--- config.mk ---
export PLATFORM = sky130hd
export DESIGN_NAME = axi4l_cmd_master
export DESIGN_NICKNAME = d
export VERILOG_FILES = /design/src/rtl/axi4l_cmd_master.sv
export SDC_FILE = /design/constraint.sdc
export NUM_CORES = 1
export LEC_CHECK = 0
export ABC_AREA = 1
export BUFFER_PORTS_ARGS = -buffer_cell sky130_fd_sc_hd__buf_2
export CAP_MARGIN = 20
export CORE_ASPECT_RATIO = 1.5
export CORE_MARGIN = 10
export CORE_UTILIZATION = 48
export CTS_CLUSTER_SIZE = 28
export DETAILED_ROUTE_END_ITERATION = 16
export PLACE_DENSITY = 0.84
export SYNTH_ARGS = -nofsm -noshare
export SYNTH_HDL_FRONTEND = slang
export SYNTH_SLANG_ARGS = --single-unit
--- constraint.sdc ---
create_clock -name clk -period 2.5 [get_ports clk]
set_input_delay 0.25 -clock clk [delete_from_list [all_inputs] [get_ports clk]]
set_output_delay 0.25 -clock clk [all_outputs]
set_load 0.02 [all_outputs]
--- src/rtl/axi4l_cmd_master.sv ---
// Single-outstanding AXI4-Lite initiator: turns one local read/write command
// into the matching AXI4-Lite handshakes and returns the response to the requester.
module axi4l_cmd_master #(
    parameter logic [2:0] PROT  = 3'b000,
    parameter int         CNT_W = 16
) (
    input  logic             clk,
    input  logic             rst,
    input  logic             req_valid,
    output logic             req_ready,
    input  logic             req_write,
    input  logic [31:0]      req_addr,
    input  logic [31:0]      req_wdata,
    input  logic [3:0]       req_wstrb,
    output logic             rsp_valid,
    input  logic             rsp_ready,
    output logic [31:0]      rsp_rdata,
    output logic [1:0]       rsp_resp,
    output logic             rsp_write,
    output logic [31:0]      m_awaddr,
    output logic [2:0]       m_awprot,
    output logic             m_awvalid,
    input  logic             m_awready,
    output logic [31:0]      m_wdata,
    output logic [3:0]       m_wstrb,
    output logic             m_wvalid,
    input  logic             m_wready,
    input  logic [1:0]       m_bresp,
    input  logic             m_bvalid,
    output logic             m_bready,
    output logic [31:0]      m_araddr,
    output logic [2:0]       m_arprot,
    output logic             m_arvalid,
    input  logic             m_arready,
    input  logic [31:0]      m_rdata,
    input  logic [1:0]       m_rresp,
    input  logic             m_rvalid,
    output logic             m_rready,
    output logic             busy,
    output logic [CNT_W-1:0] txn_cnt
);

    typedef enum logic [2:0] {
        S_IDLE    = 3'd0,
        S_WR      = 3'd1,
        S_WR_RESP = 3'd2,
        S_RD_ADDR = 3'd3,
        S_RD_DATA = 3'd4,
        S_RESP    = 3'd5
    } state_t;

    state_t           state_q, state_d;
    logic [31:0]      addr_q;
    logic [31:0]      wdata_q;
    logic [3:0]       wstrb_q;
    logic             aw_done_q;
    logic             w_done_q;
    logic [31:0]      rdata_q;
    logic [1:0]       resp_q;
    logic             write_q;
    logic [CNT_W-1:0] cnt_q;

    always_ff @(posedge clk) begin
        if (rst) begin
            state_q <= S_IDLE;
        end else begin
            state_q <= state_d;
        end
    end

    // AW and W are tracked separately so each valid drops right after its own handshake.
    always_comb begin
        state_d   = state_q;
        req_ready = 1'b0;
        m_awvalid = 1'b0;
        m_wvalid  = 1'b0;
        m_bready  = 1'b0;
        m_arvalid = 1'b0;
        m_rready  = 1'b0;
        rsp_valid = 1'b0;
        case (state_q)
            S_IDLE: begin
                req_ready = !rst;
                if (req_valid) begin
                    state_d = req_write ? S_WR : S_RD_ADDR;
                end
            end
            S_WR: begin
                m_awvalid = !aw_done_q;
                m_wvalid  = !w_done_q;
                if ((aw_done_q || m_awready) && (w_done_q || m_wready)) begin
                    state_d = S_WR_RESP;
                end
            end
            S_WR_RESP: begin
                m_bready = 1'b1;
                if (m_bvalid) begin
                    state_d = S_RESP;
                end
            end
            S_RD_ADDR: begin
                m_arvalid = 1'b1;
                if (m_arready) begin
                    state_d = S_RD_DATA;
                end
            end
            S_RD_DATA: begin
                m_rready = 1'b1;
                if (m_rvalid) begin
                    state_d = S_RESP;
                end
            end
            S_RESP: begin
                rsp_valid = 1'b1;
                if (rsp_ready) begin
                    state_d = S_IDLE;
                end
            end
            default: state_d = S_IDLE;
        endcase
    end

    always_ff @(posedge clk) begin
        if (rst) begin
            addr_q    <= '0;
            wdata_q   <= '0;
            wstrb_q   <= '0;
            aw_done_q <= 1'b0;
            w_done_q  <= 1'b0;
            rdata_q   <= '0;
            resp_q    <= '0;
            write_q   <= 1'b0;
            cnt_q     <= '0;
        end else begin
            case (state_q)
                S_IDLE: begin
                    if (req_valid) begin
                        addr_q    <= req_addr & 32'hFFFF_FFFC;
                        wdata_q   <= req_wdata;
                        wstrb_q   <= req_wstrb;
                        aw_done_q <= 1'b0;
                        w_done_q  <= 1'b0;
                    end
                end
                S_WR: begin
                    if (m_awready) begin
                        aw_done_q <= 1'b1;
                    end
                    if (m_wready) begin
                        w_done_q <= 1'b1;
                    end
                end
                S_WR_RESP: begin
                    if (m_bvalid) begin
                        resp_q  <= m_bresp;
                        rdata_q <= '0;
                        write_q <= 1'b1;
                    end
                end
                S_RD_DATA: begin
                    if (m_rvalid) begin
                        resp_q  <= m_rresp;
                        rdata_q <= m_rdata;
                        write_q <= 1'b0;
                    end
                end
                S_RESP: begin
                    if (rsp_ready) begin
                        cnt_q <= cnt_q + {{(CNT_W-1){1'b0}}, 1'b1};
                    end
                end
                default: ;
            endcase
        end
    end

    assign m_awaddr  = addr_q;
    assign m_araddr  = addr_q;
    assign m_awprot  = PROT;
    assign m_arprot  = PROT;
    assign m_wdata   = wdata_q;
    assign m_wstrb   = wstrb_q;
    assign rsp_rdata = rdata_q;
    assign rsp_resp  = resp_q;
    assign rsp_write = write_q;
    assign busy      = (state_q != S_IDLE);
    assign txn_cnt   = cnt_q;

endmodule
* After elaboration in Yosys (flattened, before gate mapping)
Cells that the tools add are included.
** Word-level totals
- Flip-flop bits (word level) :: 122
- Bits in latches :: 0
- RAM bits :: 0
- Bits in read-only memories :: 0
- Input bits :: 114
- Output and inout bits :: 165
- Word-level logic and storage cells :: 69
- Memories kept :: 0
** Operators by class
- Add/subtract/negate cells :: 1
- Multipliers :: 0
- Div/mod/pow operators :: 0
- $lt $le $gt $ge :: 0
- Equality and inequality tests :: 13
- Shift-type cells :: 0
- Muxes and demuxes :: 29
- Bitwise logic cells :: 0
- Reductions and logical operators :: 16
** Operator list (count)
- $mux 32 :: 2
- $pmux 32 s2 :: 1
- $mux 3 :: 6
- $pmux 3 s6 :: 1
- $add 16x1->16 const B :: 1
- $ne 2x2->1 const B :: 8
- $mux 1 :: 12
- $reduce_and 3->1 :: 3
- $eq 3x2->1 const B :: 2
- $eq 3x3->1 const B :: 2
- $mux 2 :: 3
- $pmux 1 s2 :: 3
- $reduce_and 6->1 :: 1
- $pmux 2 s2 :: 1
- $reduce_and 2->1 :: 2
- $reduce_bool 2->1 :: 2
- $eq 3x1->1 const B :: 1
- $logic_not 1->1 :: 3
- $logic_not 3->1 :: 1
- $reduce_bool 3->1 :: 1
- $logic_or 1x1->1 :: 2
- $logic_and 1x1->1 :: 1

* Longest topological paths before layout
Gate-level depths: netlist (run 1).
- Depth in word-level cells :: 4
- Mapped depth :: 10
- Gate-level depth less buffers :: 9

* Worst setup path before layout (run 1)
Ideal clock, no wire load.
- Kind :: register to output
- From :: register state_q[2]
- To :: output port req_ready
- Arrival time :: 1463 ps
- Data required time :: 2250 ps
- Setup slack :: 787 ps
- Cell stages (with the launch flop) :: 6
- Path buffers :: 2
- Path through :: dfxtp_1 > buf_4 > nor3_4 > clkbuf_1 > inv_1 > nor2_1
** On the way
- Cells in the longest elaborated chain, start to end :: 2
** RTL lines
- start, declared :: line 52 : state_t state_q, state_d;
- start signal, assigned :: line 67 : state_q <= state_d;
- $logic_not 3->1 :: line 81 : case (state_q)
- $mux 1 :: line 81
- end, declared :: line 10 : output logic req_ready,
Every way passes these cells.

* Worst setup path in the final report (run 1)
Ends and elaborated chain as after synthesis.

==> impl_metrics.tcl, run 1 <==
set metrics [dict create \
    ir_drop_mv 0.6363 \
    status "complete, no violations" \
    first_global_vias 5240 \
    clock_latency_ns 0.41 \
    rows 46 \
    critPathRequiredTime_ns 2.25 \
    grt_pass1_wl_mm 27.05 \
    pwr-share-comb_pct 30.9 \
    r2r-end "m_wdata[8]" \
    internal_power_uw 4481 \
    power.share.switching_pct 36.93 \
    max_freq_mhz 458.3 \
    hold_class "primary input to flop" \
    cp-start-kind "flop" \
    ys_warn_count 0 \
    fill_cells 956 \
    switchingPower_uw 2624 \
    power_density_mw_per_mm2 1044 \
    mostFrequentLayoutCell "buf_2" \
    hold_viol 0 \
    clkTransAtPathRegs_ns 0.06 \
    relSlewSlack_pct 53.11 \
    gp_congestion 0.8674 \
    cts_tree "built" \
    postSynthCellCount 688 \
    syn_avg_cell_area_um2 7.396 \
    die_x_um 104.1 \
    rsz0062_at_grt "no" \
    worst_pin_slew_ns 0.7011 \
    post_cts_buffers 0 \
    setup_viol 0 \
    drt-pass1-iter-count 5 \
    end_kind "output port" \
    tns_ns 0 \
    p_leak_uw 0.003292 \
    cts_buffers 17 \
    ioPinCount 279 \
    ys_ff_latch 122 \
    reg2reg_from "state_q[2]" \
    clkSinkCount 122 \
    fin_worst_skew_ns 0.007815 \
    die_h_um 146.1 \
    path_cells "nor3_4, inv_1, nor2_1, buf_2" \
    max_cap_violations 0 \
    port_buffers 266 \
    drt_iter0_markers 219 \
    reg2regPathDepth 4 \
    dp_hpwl_mm 12.57 \
    drive_gt1_share_pct 34.57 \
    drt.antenna.violating_nets 0 \
    wl_mm 16.80 \
    antenna_found_initial 2 \
    maxSlewViolCount 0 \
    seq_area_frac_synth_pct 48.00 \
    grt_max_degree 54 \
    seqCellArea_mm2 0.002442 \
    grt_use_total_pct 21.62 \
    min_period_over_period_pct 87.28 \
    vias 5325 \
    cts_hold_buf 0 \
    path_max_fanout 11 \
    wl_per_cell_um 15.78 \
    startpoint "state_q[2]" \
    design_area_mm2 0.006807 \
    p_total_uw 7105 \
    vias_per_cell 5.000 \
    cpPeakStageDelay_ns 0.65 \
    htreeDepth 4 \
    netlist_area_mm2 0.005089 \
    crit_arrival_ns 1.93 \
    layout.nets 1022 \
    utilization_pct 64.98 \
    ctsRootBufferMaster "clkbuf_16" \
    fp.coreArea_mm2 0.01048 \
    die_area_mm2 0.01520 \
    crit_path_end "req_ready" \
    synth_cell_types 24 \
    multi_input_area_mm2 0.002048 \
    cp_slowest_cell "nor3_4" \
    final_cell_mix "buf_2, nand2_1, dfxtp_1, a21oi_1, nand3_1" \
    power.clock.fraction_pct 35.1 \
    drc 0 \
    cts.path.max_buffers 2 \
    place_area_mm2 0.006192 \
    synthToLayoutAreaGrowth_pct 33.76 \
    period_needed_ns 2.182 \
    hold-path-cell-count 3 \
    cts-resized-gates 0 \
    grt_remaining_overflow 0 \
    crit_type "flop to output port" \
    start_util_pct 48.58 \
    p_seq_share_pct 34.0 \
    rrSetupSlack_ns 0.63 \
]
synth_stat cells:
master / count / area share (%)
nor2_1: 35 / 2.6
nand3_2: 1 / 0.20
conb_1: 1 / 0.074
dfxtp_1: 122 / 48
nand4_1: 2 / 0.25
nand3b_1: 2 / 0.29
o21ai_1: 2 / 0.20
nor2_2: 3 / 0.37
nand2_1: 191 / 14
nand2_2: 1 / 0.12
nand3_1: 78 / 7.7
nor3_1: 6 / 0.59
a21oi_1: 118 / 12
nor3_4: 1 / 0.32
inv_1: 30 / 2.2
buf_2: 6 / 0.59
o21ai_0: 4 / 0.39
nor3b_1: 1 / 0.15
buf_4: 50 / 7.4
o21bai_1: 1 / 0.15
nand4_2: 1 / 0.25
clkbuf_1: 27 / 2.0
ha_1: 1 / 0.25
inv_2: 4 / 0.29
cells by family after synthesis:
family | Yosys count | synth area share [%]
adders and majority gates | 1 | 0.2458
other | 1 | 0.07369
buffers and inverters | 117 | 12.47
and+or+nand+nor | 322 | 26.88
AOI/OAI and AO/OA | 125 | 12.34
DFF | 122 | 48.00
power by group through the flow:
stage / Sequential [uW] / Combinational, uW / Clock, uW
detailed placement: 2450 / 2210 / 0
CTS: 2410 / 2210 / 2540
global placement: 2440 / 2180 / 0
floorplan: 2680 / 1390 / 0
finish: 2420 / 2200 / 2490
global route: 2450 / 2440 / 2620
metrics by stage:
stage,hold slack [ns],setup slack [ns],std cells
after CTS,0.06785,0.2534,1064
after detailed placement,0.4510,0.6389,1032
final,0.08804,0.3179,1065
after global routing,0.07795,0.1665,1064
after floorplan,0.3928,0.7869,697
after global placement,0.4443,0.6706,1032
registers in the layout (all words and copies together) (netlist names):
signal	count
aw_done_q	1
rsp_write	1
w_done_q	1
rsp_resp	2
m_araddr	30
txn_cnt	16
state_q	3
m_wstrb	4
rsp_rdata	32
m_wdata	32
layout make-up:
cell class / instances / area share [%]
Tap cell: 144 / 2.647
Antenna cell: 1 / 0.03676
Clock inverter: 14 / 2.537
Sequential cell: 122 / 35.88
Multi-Input combinational cell: 458 / 30.09
Timing Repair Buffer: 274 / 20.48
Clock buffer: 18 / 6.452
Inverter: 34 / 1.875
worst min path at each step:
| stage | start | endpoint | slack [ns] |
|---|---|---|---|
| after CTS | m_rdata[31] | rsp_rdata[31] | 0.07 |
| after detailed placement | m_wdata[21] | m_wdata[21] | 0.45 |
| after floorplan | m_rdata[21] | rsp_rdata[21] | 0.39 |
| after global placement | m_wdata[2] | m_wdata[2] | 0.44 |
| final | m_rdata[17] | rsp_rdata[17] | 0.09 |
| after global routing | m_rdata[17] | rsp_rdata[17] | 0.08 |
layer usage:
layer / vias to the layer above / GRT usage, % / wire length, um / share of wire, %
met2: 254 / 36.20 / 8397 / 50
met1: 2408 / 23.60 / 6507 / 39
met3: 30 / 8.678 / 1543 / 9.2
li1: 2631 / - / - / -
met5: - / 0 / 11 / 0.065
met4: 2 / 9.358 / 344 / 2.0
worst max-delay path, delay by kind of cell (launching register included):
kind / cells / cell delay (ns)
simple gates: 2 / 0.77
flops: 1 / 0.41
buf+inv: 2 / 0.34
(Power assumes the default switching activity.)
==> run 2: changes to the inputs <==
--- a/config.mk
+++ b/config.mk
@@ -10,10 +10,10 @@
 export CAP_MARGIN = 20
 export CORE_ASPECT_RATIO = 1.5
 export CORE_MARGIN = 10
-export CORE_UTILIZATION = 48
+export CORE_UTILIZATION = 45
 export CTS_CLUSTER_SIZE = 28
 export DETAILED_ROUTE_END_ITERATION = 16
-export PLACE_DENSITY = 0.84
+export PLACE_DENSITY = 0.8
 export SYNTH_ARGS = -nofsm -noshare
 export SYNTH_HDL_FRONTEND = slang
 export SYNTH_SLANG_ARGS = --single-unit
==> constraint.sdc (replaced) <==
create_clock -name clk -period 2.3 [get_ports clk]
set_input_delay 0.23 -clock clk [delete_from_list [all_inputs] [get_ports clk]]
set_output_delay 0.23 -clock clk [all_outputs]
set_load 0.02 [all_outputs]
==> run 2 against run 1 <==
  * Critical path type unchanged
  * Flip-flop and latch count did not move
  * Critical endpoint unchanged
  * Design area increased by 0.24%
  * Cell count barely moved
  * Highest routed layer unchanged
  * Global-route usage decreased by 2.0 points
  * Largest power group unchanged
==> impl_metrics.tcl, run 2 (same netlist as run 1, synthesis figures left out) <==
set metrics [dict create \
    status "complete, no violations" \
    pwr-share-comb_pct 30.2 \
    maxSlewViolCount 0 \
    die_area_mm2 0.01605 \
    grt_remaining_overflow 0 \
    die_x_um 106.8 \
    ioPinCount 279 \
    relSlewSlack_pct 53.13 \
    layout.nets 1021 \
    cp_slowest_cell "dfxtp_1" \
    path_max_fanout 31 \
    tns_ns 0 \
    dp.cells 1034 \
    rrSetupSlack_ns 0.52 \
    worst_pin_slew_ns 0.7031 \
    antennaDiodeCount 0 \
    htreeDepth 4 \
    max_cap_violations 0 \
    final_cell_mix "buf_2, nand2_1, dfxtp_1, a21oi_1, nand3_1" \
    grt_use_total_pct 19.61 \
    cts.path.max_buffers 2 \
    fin_worst_skew_ns 0.01069 \
    fill_cells 1038 \
    power.clock.fraction_pct 36.2 \
    crit_arrival_ns 1.84 \
    path_cells "nor3_4, buf_4, inv_1, nor2_1, buf_2" \
    end_kind "output port" \
    min_period_over_period_pct 90.07 \
    cpPeakStageDelay_ns 0.40 \
    vias_per_cell 4.860 \
    switchingPower_uw 2832 \
    critPathRequiredTime_ns 2.07 \
    hold_viol 0 \
    antenna_found_initial 1 \
    rsz0062_at_grt "no" \
    p_seq_share_pct 33.6 \
    cts_hold_buf 0 \
    vias 5181 \
    drc 0 \
    cts_tree "built" \
    hold_class "primary input to flop" \
    die_h_um 150.2 \
    reg2reg_from "state_q[0]" \
    post_cts_buffers 0 \
    cts_buffers 17 \
    r2r-end "rsp_rdata[3]" \
    design_area_mm2 0.006823 \
    clock_latency_ns 0.41 \
    mostFrequentLayoutCell "buf_2" \
    rows 47 \
    reg2regPathDepth 8 \
    period_needed_ns 2.072 \
    wl_per_cell_um 15.36 \
    port_buffers 266 \
    clkSinkCount 122 \
    dp_hpwl_mm 12.42 \
    grt_pass1_wl_mm 25.54 \
    drive_gt1_share_pct 34.49 \
    ir_drop_mv 0.6107 \
    drt.antenna.violating_nets 0 \
    fp.coreArea_mm2 0.01106 \
    crit_path_end "req_ready" \
    crit_type "flop to output port" \
    gp_congestion 0.8714 \
    startpoint "state_q[2]" \
    final_cells 1066 \
    start_util_pct 46.03 \
    clkTransAtPathRegs_ns 0.06 \
    drt-pass1-iter-count 4 \
    setup_viol 0 \
    place_area_mm2 0.006188 \
    max_freq_mhz 482.7 \
    cts-resized-gates 0 \
    power.share.switching_pct 36.28 \
    first_global_vias 5072 \
    power_density_mw_per_mm2 1144 \
    drt_iter0_markers 207 \
    wl_mm 16.37 \
    cp-start-kind "flop" \
    ctsRootBufferMaster "clkbuf_16" \
    synthToLayoutAreaGrowth_pct 34.08 \
    grt_max_degree 69 \
    internal_power_uw 4974 \
    p_leak_uw 0.003302 \
]
[run 2: cell types whose count changed in the layout (fill, tap and decap cells not counted)]
| cell | previous run | this run |
|---|---|---|
| bufinv_16 | 3 | 4 |
| clkinvlp_4 | 5 | 4 |
| diode_2 | 1 | 0 |
| inv_6 | 1 | 2 |
| buf_4 | 9 | 8 |
| clkinv_4 | 3 | 2 |
[run 2: critical path, delay by kind of cell, from the launching register on]
kind          cells  cell delay (ns)
simple gates      2             0.36
flops             1             0.40
buf+inv           3             0.67
[run 2: metal layers]
layer	share of wire, %	routed length, um	GRT usage [%]
met5	0.067	11	0
met2	50	8183	33.08
met4	2.0	333	8.967
met3	8.7	1426	7.146
met1	39	6415	21.47
[run 2: area by class of cell]
cell class	count	area [um^2]	area share, %
Sequential cell	122	2442	35.80
Multi-Input combinational cell	458	2048	30.02
Timing Repair Buffer	273	1386	20.32
Clock buffer	18	439.2	6.437
Clock inverter	14	195.2	2.861
Tap cell	147	183.9	2.696
Inverter	34	127.6	1.871
[run 2: how the worst min path moves through the flow]
stage,from,endpoint,cells after the start
6_report,m_rdata[14],rsp_rdata[14],3
5_1_grt,m_rdata[27],rsp_rdata[27],3
4_1_cts,m_rdata[0],rsp_rdata[0],3
3_5_place_dp,m_wdata[6],m_wdata[6],2
3_3_place_gp,m_wstrb[3],m_wstrb[3],2
2_1_floorplan,m_rdata[21],rsp_rdata[21],2
[run 2: power groups by stage]
| stage | logic [uW] | registers [uW] | clock network, uW |
|---|---|---|---|
| detailed placement | 2380 | 2660 | 0 |
| global placement | 2360 | 2650 | 0 |
| CTS | 2380 | 2620 | 2880 |
| floorplan | 1510 | 2920 | 0 |
| global route | 2620 | 2660 | 2960 |
| finish | 2360 | 2620 | 2830 |
[run 2: through the flow]
step / util (%) / power (uW) / hold WS [ns] / setup WS, ns
2_1_floorplan: - / 4427 / 0.3728 / 0.6069
6_report: 61.71 / 7807 / 0.06622 / 0.2284
3_5_place_dp: 55.98 / 5040 / 0.4494 / 0.5135
3_3_place_gp: 55.98 / 5012 / 0.4451 / 0.5375
4_1_cts: 61.71 / 7881 / 0.04875 / 0.2099
5_1_grt: 61.71 / 8242 / 0.06500 / 0.09212
